[src/rtl/header_filter.sv]
`default_nettype none
// ----------------------------------------------------------------------------
// header_filter: store-and-forward packet filter keyed on a masked header_a match.
// Revision: 1.0
// ----------------------------------------------------------------------------
module header_filter #(
  parameter int DEPTH = 16,
  parameter int CNT_W = 32
) (
  input  logic             clk,
  input  logic             rst,
  input  logic             cfg_enable,
  input  logic [47:0]      cfg_match_addr,
  input  logic [47:0]      cfg_match_mask,
  input  logic             header_a_valid,
  input  logic [47:0]      header_a,
  input  logic             header_b_valid,
  input  logic [47:0]      header_b,
  input  logic             header_c_valid,
  input  logic [47:0]      header_c,
  input  logic             payload_valid,
  input  logic [63:0]      payload,
  input  logic [7:0]       byte_enable,
  input  logic             sop,
  input  logic             eop,
  output logic             out_valid,
  input  logic             out_ready,
  output logic [63:0]      out_payload,
  output logic [7:0]       out_byte_enable,
  output logic             out_sop,
  output logic             out_eop,
  output logic [CNT_W-1:0] pass_count,
  output logic [CNT_W-1:0] drop_count,
  output logic             overflow
);

  localparam int AW = $clog2(DEPTH);
  localparam int PW = AW + 1;
  localparam int EW = 74;
  localparam logic [PW-1:0] FULL_LVL = PW'(DEPTH);

  typedef enum logic [0:0] {
    ST_IDLE    = 1'b0,
    ST_COLLECT = 1'b1
  } state_e;

  state_e            state_q, state_d;
  logic [PW-1:0]     rd_q, rd_d;
  logic [PW-1:0]     commit_q, commit_d;
  logic [PW-1:0]     spec_q, spec_d;
  logic              trunc_q, trunc_d;
  logic              overflow_q, overflow_d;
  logic              hdr_vld_q, hdr_vld_d;
  logic [47:0]       hdr_q, hdr_d;
  logic [CNT_W-1:0]  pass_q, pass_d;
  logic [CNT_W-1:0]  drop_q, drop_d;

  logic [EW-1:0]     mem_q [DEPTH];

  logic              accept;
  logic              abort;
  logic [PW-1:0]     base;
  logic [PW-1:0]     spec_nxt;
  logic              full;
  logic              trunc_now;
  logic              hdr_have;
  logic [47:0]       hdr_eff;
  logic              match;
  logic              keep;
  logic              pass_inc;
  logic [1:0]        drop_inc;
  logic              we;
  logic [AW-1:0]     waddr;
  logic [EW-1:0]     wdata;
  logic [EW-1:0]     rd_entry;

  // The header_b/c strobes are accepted but carry nothing this filter needs.
  logic unused_hdr;
  assign unused_hdr = ^{header_b_valid, header_b, header_c_valid, header_c};

  function automatic logic [CNT_W-1:0] sat_add(input logic [CNT_W-1:0] a,
                                               input logic [1:0]       inc);
    logic [CNT_W:0] s;
    s = {1'b0, a} + {{(CNT_W-1){1'b0}}, inc};
    return s[CNT_W] ? {CNT_W{1'b1}} : s[CNT_W-1:0];
  endfunction

  always_comb begin
    state_d    = state_q;
    rd_d       = rd_q;
    commit_d   = commit_q;
    spec_d     = spec_q;
    trunc_d    = trunc_q;
    overflow_d = overflow_q;
    hdr_vld_d  = hdr_vld_q;
    hdr_d      = hdr_q;
    pass_inc   = 1'b0;
    drop_inc   = 2'd0;
    we         = 1'b0;
    keep       = 1'b0;
    trunc_now  = trunc_q;

    accept   = payload_valid & (sop | (state_q == ST_COLLECT));
    abort    = payload_valid & sop & (state_q == ST_COLLECT);
    // An aborting sop reuses the space of the packet it discards.
    base     = abort ? commit_q : spec_q;
    full     = (base - rd_q) == FULL_LVL;
    spec_nxt = base;
    waddr    = base[AW-1:0];
    wdata    = {sop, eop, byte_enable, payload};
    hdr_have = header_a_valid | (hdr_vld_q & ~abort);
    hdr_eff  = header_a_valid ? header_a : hdr_q;
    match    = ~cfg_enable |
               (((hdr_eff ^ cfg_match_addr) & cfg_match_mask) == 48'd0);

    if (out_valid && out_ready) begin
      rd_d = rd_q + 1'b1;
    end

    if (header_a_valid) begin
      hdr_vld_d = 1'b1;
      hdr_d     = header_a;
    end

    if (accept) begin
      if (sop) begin
        trunc_now = 1'b0;
      end
      if (abort) begin
        drop_inc = 2'd1;
        if (!header_a_valid) begin
          hdr_vld_d = 1'b0;
        end
      end
      if (full) begin
        trunc_now  = 1'b1;
        overflow_d = 1'b1;
      end else begin
        we       = 1'b1;
        spec_nxt = base + 1'b1;
      end

      if (eop) begin
        keep = hdr_have & match & ~trunc_now;
        if (keep) begin
          commit_d = spec_nxt;
          spec_d   = spec_nxt;
          pass_inc = 1'b1;
        end else begin
          spec_d   = commit_q;
          drop_inc = drop_inc + 2'd1;
        end
        hdr_vld_d = 1'b0;
        trunc_d   = 1'b0;
        state_d   = ST_IDLE;
      end else begin
        spec_d  = spec_nxt;
        trunc_d = trunc_now;
        state_d = ST_COLLECT;
      end
    end

    pass_d = sat_add(pass_q, {1'b0, pass_inc});
    drop_d = sat_add(drop_q, drop_inc);
  end

  always_ff @(posedge clk) begin
    if (rst) begin
      state_q    <= ST_IDLE;
      rd_q       <= '0;
      commit_q   <= '0;
      spec_q     <= '0;
      trunc_q    <= 1'b0;
      overflow_q <= 1'b0;
      hdr_vld_q  <= 1'b0;
      hdr_q      <= '0;
      pass_q     <= '0;
      drop_q     <= '0;
    end else begin
      state_q    <= state_d;
      rd_q       <= rd_d;
      commit_q   <= commit_d;
      spec_q     <= spec_d;
      trunc_q    <= trunc_d;
      overflow_q <= overflow_d;
      hdr_vld_q  <= hdr_vld_d;
      hdr_q      <= hdr_d;
      pass_q     <= pass_d;
      drop_q     <= drop_d;
    end
  end

  always_ff @(posedge clk) begin
    if (!rst && we) begin
      mem_q[waddr] <= wdata;
    end
  end

  assign out_valid = (rd_q != commit_q);
  assign rd_entry  = mem_q[rd_q[AW-1:0]];
  assign {out_sop, out_eop, out_byte_enable, out_payload} = out_valid ? rd_entry : '0;

  assign pass_count = pass_q;
  assign drop_count = drop_q;
  assign overflow   = overflow_q;

endmodule
`default_nettype wire

[config.mk]
export PLATFORM = sky130hd
export DESIGN_NAME = header_filter
export DESIGN_NICKNAME = d
export VERILOG_FILES = /design/src/rtl/header_filter.sv
export SDC_FILE = /design/constraint.sdc
export NUM_CORES = 1
export LEC_CHECK = 0
export BUFFER_PORTS_ARGS = -buffer_cell sky130_fd_sc_hd__buf_4
export CORE_MARGIN = 2
export CORE_UTILIZATION = 50
export CTS_CLUSTER_DIAMETER = 200
export DETAILED_ROUTE_END_ITERATION = 12
export GPL_ROUTABILITY_DRIVEN = 0
export GPL_TIMING_DRIVEN = 0
export PLACE_DENSITY = 0.69
export SYNTH_ARGS = -nofsm -noshare
export SYNTH_HDL_FRONTEND = slang
export SYNTH_SLANG_ARGS = --single-unit
[constraint.sdc]
create_clock -name clk -period 8.3 [get_ports clk]
set_input_delay 1.66 -clock clk [delete_from_list [all_inputs] [get_ports clk]]
set_output_delay 1.66 -clock clk [all_outputs]
set_load 0.1 [all_outputs]
==> reports/metrics.csv, run 1 <==
metric;value;unit
dr.first_iter.drc_count;2896;
area_delta_synth_final;19.4;%
fillers;7259;
synth_edf_count;1184;
grt_overflow_total;0;
die-area;106000;sq um
drive_gt1_share;32.1;%
num_vias;27500;
synth_cells;2545;
reg2reg_to;drop_count[17];
ys.flop_type;edfxtp_1;
grt_pass1_vias;28700;
internal-power;11.4;mW
total_power;15.2;mW
min_period;7.63;ns
finalNonFillerCells;4590;
drt.antenna.violating_nets;0;
ys_warn_count;0;
ctsLongestPathBuffers;3;
core;103000;sq um
final_util;60.0;%
status;complete, no violations;
tightest_slew;1.30;ns
setup_viol;0;
hp-start;trunc_q;
ys_seq_area_share;73.7;%
cts_buffers;135;
syn_avg_cell_area;20.4;sq um
port_buffers;362;
wl;130000;microns
cts_tree;done;
synthTopCellsByArea;edfxtp_1 (68%), mux4_2 (16%), dfxtp_1 (5.2%);
synth_top_cell_by_area;edfxtp_1;
cp-end-kind;register;
arrival;8.28;ns
leakage;20.2;nW
required;8.95;ns
clock_sinks;1319;
worst_setup_path_start_kind;input port;
fin_crit_sh;91.9;%
die_h;326;microns
sw_frac_of_total;25.1;%
worst_ir_drop_vdd;0.157;mV
crit_type;in2reg;
yosys.area.top_type_share;68.5;%
fin_nets;3438;
row_count;118;
clkPwrFrac;38.9;%
grt_first_pass_wirelength;189000;microns
io_pins;462;
min_path_cells;2;
pwr_density_cell;245;nW/um^2
timing.fmax;131;MHz
grt_max_degree;25;
hold_viol_final;0;
drtPass1Iterations;6;
rr_worst_depth;23;
synth_fp_nets;2882;
skew;0.0216;ns
rsz0062_at_grt;false;
post-route-drc-count;0;
r2r_slack;1.64;ns
wl_per_cell;28.2;microns
syn_area;51900;sq um
reg2reg_from;state_q;
cts_setup_buffers;0;
drv_slew;0;
clk_latency;0.74;ns
synth-seq-cells;1319;
yosysUniqueCellTypes;56;
cts_root_buf;clkbuf_16;
power.switching;3.81;mW
hold_end;trunc_q;
dpl.hpwl;84300;microns
worstPathMaxFanout;17;
hp-class;reg2reg;
slew_headroom;13.7;%
antenna_found_initial;8;
max_cap_viol_count;0;
clkTransAtPathRegs;0.06;ns
fp.dieW;326;microns
seq_power_share;48.1;%
combPwrFrac;13.0;%
cts-htree-levels;4;
async_reset_ff_share;0;%
via_per_inst;5.99;
track_usage;24.5;%
post-place-cells;4344;
start_util;50.3;%
[placed cells by master (no fill, tap or decap), types with 12 or more instances in the layout]
| cell | synthesis | routed |
|---|---|---|
| edfxtp_1 | 1184 | 1184 |
| mux4_2 | 370 | 370 |
| buf_4 | 0 | 362 |
| clkbuf_16 | 0 | 141 |
| dfxtp_1 | 135 | 135 |
| clkbuf_1 | 78 | 109 |
| nor2_1 | 107 | 91 |
| mux2i_1 | 85 | 85 |
| nand2_1 | 81 | 81 |
| nor2b_1 | 78 | 78 |
| a21oi_1 | 65 | 65 |
| buf_12 | 0 | 44 |
| xor2_1 | 40 | 40 |
| nand2b_1 | 37 | 37 |
| nand3_1 | 33 | 33 |
| xnor2_1 | 33 | 33 |
| clkinv_1 | 0 | 28 |
| buf_1 | 24 | 24 |
| clkinv_2 | 0 | 22 |
| nand4_1 | 20 | 20 |
| inv_1 | 19 | 19 |
| nor2_4 | 0 | 16 |
| and3_1 | 16 | 16 |
| ha_1 | 14 | 14 |
| mux2i_2 | 12 | 12 |
| o21ai_0 | 12 | 12 |
| buf_16 | 0 | 12 |
[metrics by stage]
step	setup WS, ns	hold slack, ns	setup TNS, ns	area [sq um]
global placement	-4.19	0.460	-4669.52	56400
finish	0.669	0.503	0	62000
global route	0.0547	0.535	0	62000
floorplan	0.819	0.445	0	51900
CTS	0.579	0.513	0	62000
detailed placement	-0.190	0.497	-2.61	57700
[layer usage]
metal	share of wire [%]	vias to the layer above	track usage, %
met1	38	14400	32.6
met3	8.8	220	5.60
li1	-	11500	-
met2	50	1353	41.0
met4	2.3	12	6.49
met5	0.051	-	0
[synthesized netlist by cell type, types with 33 or more instances]
cell         n
nor2_1     107
nand2_1     81
xnor2_1     33
edfxtp_1  1184
clkbuf_1    78
xor2_1      40
mux2i_1     85
dfxtp_1    135
a21oi_1     65
nand2b_1    37
nand3_1     33
mux4_2     370
nor2b_1     78
[registers in the layout (all words and copies together) (netlist names), named ones only]
name / count
trunc_q: 1
hdr_q: 48
drop_count: 32
spec_q: 5
state_q: 1
overflow: 1
hdr_vld_q: 1
pass_count: 32
mem_q: 1184
rd_q: 5
commit_q: 5
[timing repair]
action                                 4_1_cts  5_1_grt
setup endpoints to repair                    0       20
endpoints found under the hold margin        0        0
resized for setup                            0        1
hold buffers                                 0        0
[final cells by class]
cell class | instances | area [sq um] | area share (%)
Inverter | 19 | 71.3 | 0.115
Clock buffer | 173 | 3660 | 5.90
Tap cell | 1380 | 1730 | 2.78
Antenna cell | 2 | 5.00 | 0.00807
Clock inverter | 71 | 632 | 1.02
Buffer | 118 | 500 | 0.807
Timing Repair Buffer | 419 | 3930 | 6.34
Multi-Input combinational cell | 1089 | 13200 | 21.3
Sequential cell | 1319 | 38300 | 61.7
[worst max path at each step]
| stage | from | endpoint | cells past startpoint |
|---|---|---|---|
| after floorplan | sop | mem_q[0][0] | 12 |
| after global placement | sop | mem_q[3][46] | 13 |
| after detailed placement | sop | drop_count[17] | 25 |
| after CTS | sop | drop_count[17] | 25 |
| after global routing | sop | drop_count[20] | 25 |
| final | sop | drop_count[17] | 25 |
[power groups by stage]
stage	Clock, mW	Combinational [mW]	Sequential [mW]
3_5_place_dp	0	2.01	7.45
6_report	5.92	1.99	7.31
4_1_cts	6.01	2.02	7.31
5_1_grt	6.26	2.09	7.31
2_1_floorplan	0	1.37	7.47
3_3_place_gp	0	1.96	7.46
[critical path, cell delays in order]
cell,delay [ns]
buf_4,0.21
buf_2,0.23
nand3_2,0.29
mux2i_1,0.55
inv_1,0.18
ha_1,0.32
nor2b_1,0.16
o211a_1,0.24
o21bai_1,0.42
a22o_1,0.26
o2111a_1,0.32
nor2_1,0.08
ha_1,0.29
nand3_1,0.06
o21ai_0,0.12
ha_1,0.21
inv_1,0.06
fa_1,0.46
and4b_1,0.32
nand3_1,0.18
nor4_2,0.49
and2_0,0.32
nand2_1,0.28
clkbuf_1,0.33
a21oi_1,0.22
[kinds of logic (layout without fill, tap and decap cells)]
logic type	after synthesis	count (layout)	synth area share [%]
flip-flops	1319	1319	73.7
multiplexers	468	468	18.0
AND/OR/NAND/NOR	409	409	4.01
buffers and inverters	137	800	1.10
AO/OA/AOI/OAI	122	122	1.52
XOR/XNOR	75	75	1.29
adder cells (fa/ha/maj)	15	15	0.376
other	0	2	0
Power figures use the tool's default switching activity.
==> run 2: changes to the inputs <==
--- a/config.mk
+++ b/config.mk
@@ -13,6 +13,7 @@
 export GPL_ROUTABILITY_DRIVEN = 0
 export GPL_TIMING_DRIVEN = 0
 export PLACE_DENSITY = 0.69
+export RECOVER_POWER = 100
 export SYNTH_ARGS = -nofsm -noshare
 export SYNTH_HDL_FRONTEND = slang
 export SYNTH_SLANG_ARGS = --single-unit
==> constraint.sdc (replaced) <==
create_clock -name clk -period 8.5 [get_ports clk]
set_input_delay 1.7 -clock clk [delete_from_list [all_inputs] [get_ports clk]]
set_output_delay 1.7 -clock clk [all_outputs]
set_load 0.1 [all_outputs]
==> run 2 against run 1 <==
  * The run now ends with max-capacitance violations, max-slew violations left
  * Worst hold slack about the same
  * Utilization shrank 1.6 points
  * First-iteration DRC count grew 1.0%
  * Global-route usage unchanged
  * Count of clock-buffer cells in the layout is the same
  * Flip-flop and latch count stayed put
  * Wire length shrank 0.27%
  * Non-clock buffer count unchanged
  * Die area unchanged
  * Clock power shrank 2%
  * Cell area shrank 2.6%
  * Sequential share of layout area increased by 1.7 points
  * Highest routed layer unchanged
==> reports/metrics.csv, run 2 (synthesis results as in run 1) <==
metric;value;unit
grt_max_degree;25;
path_cells;buf_4, buf_2, nand3_2, mux2i_1, inv_1, ha_1, nor2b_1, o211ai_1, nand2_1, xnor2_1, nand2_1, nand3_1, nor2_1, clkbuf_1, clkbuf_1;
pwr_density_cell;245;nW/um^2
seq_power_share;48.4;%
worst_setup_path_start_kind;input port;
tightest_slew;2.49;ns
timing.fmax;125;MHz
hold_viol_final;0;
cts_tree;done;
required;8.81;ns
fin_crit_sh;93.9;%
track_usage;24.5;%
wl_per_cell;28.2;microns
rsz0062_at_grt;false;
max_cap_viol_count;37;
clkPwrFrac;39.1;%
fin_nets;3438;
worst_ir_drop_vdd;0.153;mV
post-route-drc-count;0;
grt_overflow_total;0;
crit_type;in2reg;
regMostFlops;mem_q;
ctsHoldBuffers;0;
row_count;118;
port_buffers;362;
max_stage_delay;1.50;ns
layout.cells.most_common_list;edfxtp_1 (1,184), mux4_2 (370), clkbuf_1 (361);
wl;129000;microns
sw_frac_of_total;25.1;%
finalSetupTns;0;ns
cp-end-kind;register;
cp_num_buf_inv;5;
cts_setup_buffers;0;
arrival;8.28;ns
internal-power;11.1;mW
cts_buffers;135;
hp-class;reg2reg;
post-place-cells;4344;
area_delta_synth_final;16.3;%
clock_sinks;1319;
drt.antenna.violating_nets;0;
dpl.hpwl;84300;microns
grt_pass1_vias;28700;
drtPass1Iterations;6;
worstPathMaxFanout;24;
fp.dieW;326;microns
power.switching;3.71;mW
final_common_cell;edfxtp_1;
core;103000;sq um
min_period;7.98;ns
dr.first_iter.drc_count;2926;
cts-htree-levels;4;
slew_headroom;-66.8;%
combPwrFrac;12.5;%
clkTransAtPathRegs;0.06;ns
drv_slew;728;
io_pins;462;
ctsLongestPathBuffers;3;
largest_reg_flops;1184;
antenna_found_initial;10;
cts_root_buf;clkbuf_16;
critPathTopFamily;buffers and inverters;
die_h;326;microns
failed_checks;max-capacitance violations, max-slew violations;
grt_first_pass_wirelength;189000;microns
finalNonFillerCells;4592;
leakage;19.1;nW
cp_slowest_cell;clkbuf_1;
num_vias;27300;
cts_resized;0;
die-area;106000;sq um
via_per_inst;5.96;
setup_viol;0;
top_regs;mem_q x1184, hdr_q x48;
clk_latency;0.74;ns
status;finished, violations left;
start_util;50.3;%
drive_gt1_share;23.9;%
skew;0.0230;ns
-- run 2: changes by cell type in the layout (fill, tap and decap cells not counted), sizes merged --
cell          before  now
buf              459  199
dlymetal6s4s       0    1
dlymetal6s2s       0    1
diode              2    4
clkbuf           251  509
-- run 2: worst paths after layout --
check / startpoint / end / slack [ns] / cells past startpoint
setup / recovery: sop / mem_q[13][17] / 0.52 / 15
setup reg to reg: state_q / mem_q[13][17] / 1.54 / 13
hold / removal: trunc_q / trunc_q / 0.50 / 2
hold reg to reg: trunc_q / trunc_q / 0.50 / 2
-- run 2: power groups by stage --
stage	logic, mW	clock network, mW	registers [mW]
2_1_floorplan	1.34	0	7.29
3_3_place_gp	1.91	0	7.29
3_5_place_dp	1.96	0	7.28
4_1_cts	1.97	5.87	7.14
5_1_grt	1.95	6.12	7.15
6_report	1.85	5.78	7.15
-- run 2: tightest hold or removal path, delay by kind of cell (launching register included) --
kind / cells / cell delay, ns
flip-flops: 1 / 0.31
AO/OA/AOI/OAI: 2 / 0.13
-- run 2: area by class of cell --
| class | count | area (sq um) |
|---|---|---|
| antenna | 4 | 10.0 |
| buffer | 118 | 495 |
| clock buffer | 173 | 3660 |
| clock inverter | 71 | 632 |
| fill | 7573 | 43000 |
| inverter | 19 | 71.3 |
| multi-input combinational | 1089 | 13100 |
| sequential | 1319 | 38300 |
| tap | 1380 | 1730 |
| timing repair buffer | 419 | 2450 |
-- run 2: routing by layer --
metal	wire [microns]	GRT usage (%)
met1	49100	32.6
met2	65100	41.0
met3	11800	5.60
met4	3200	6.49
met5	66	0
-- run 2: through the flow --
| stage | setup slack [ns] | area, sq um | power [mW] | hold WS [ns] | util, % |
|---|---|---|---|---|---|
| after floorplan | 0.979 | 51900 | 8.63 | 0.445 | - |
| after global placement | -4.03 | 56400 | 9.20 | 0.460 | 54.6 |
| after detailed placement | -0.0297 | 57700 | 9.24 | 0.497 | 55.8 |
| after CTS | 0.739 | 62000 | 15.0 | 0.513 | 60.0 |
| after global routing | 0.108 | 60400 | 15.2 | 0.535 | 58.4 |
| final | 0.522 | 60400 | 14.8 | 0.503 | 58.4 |
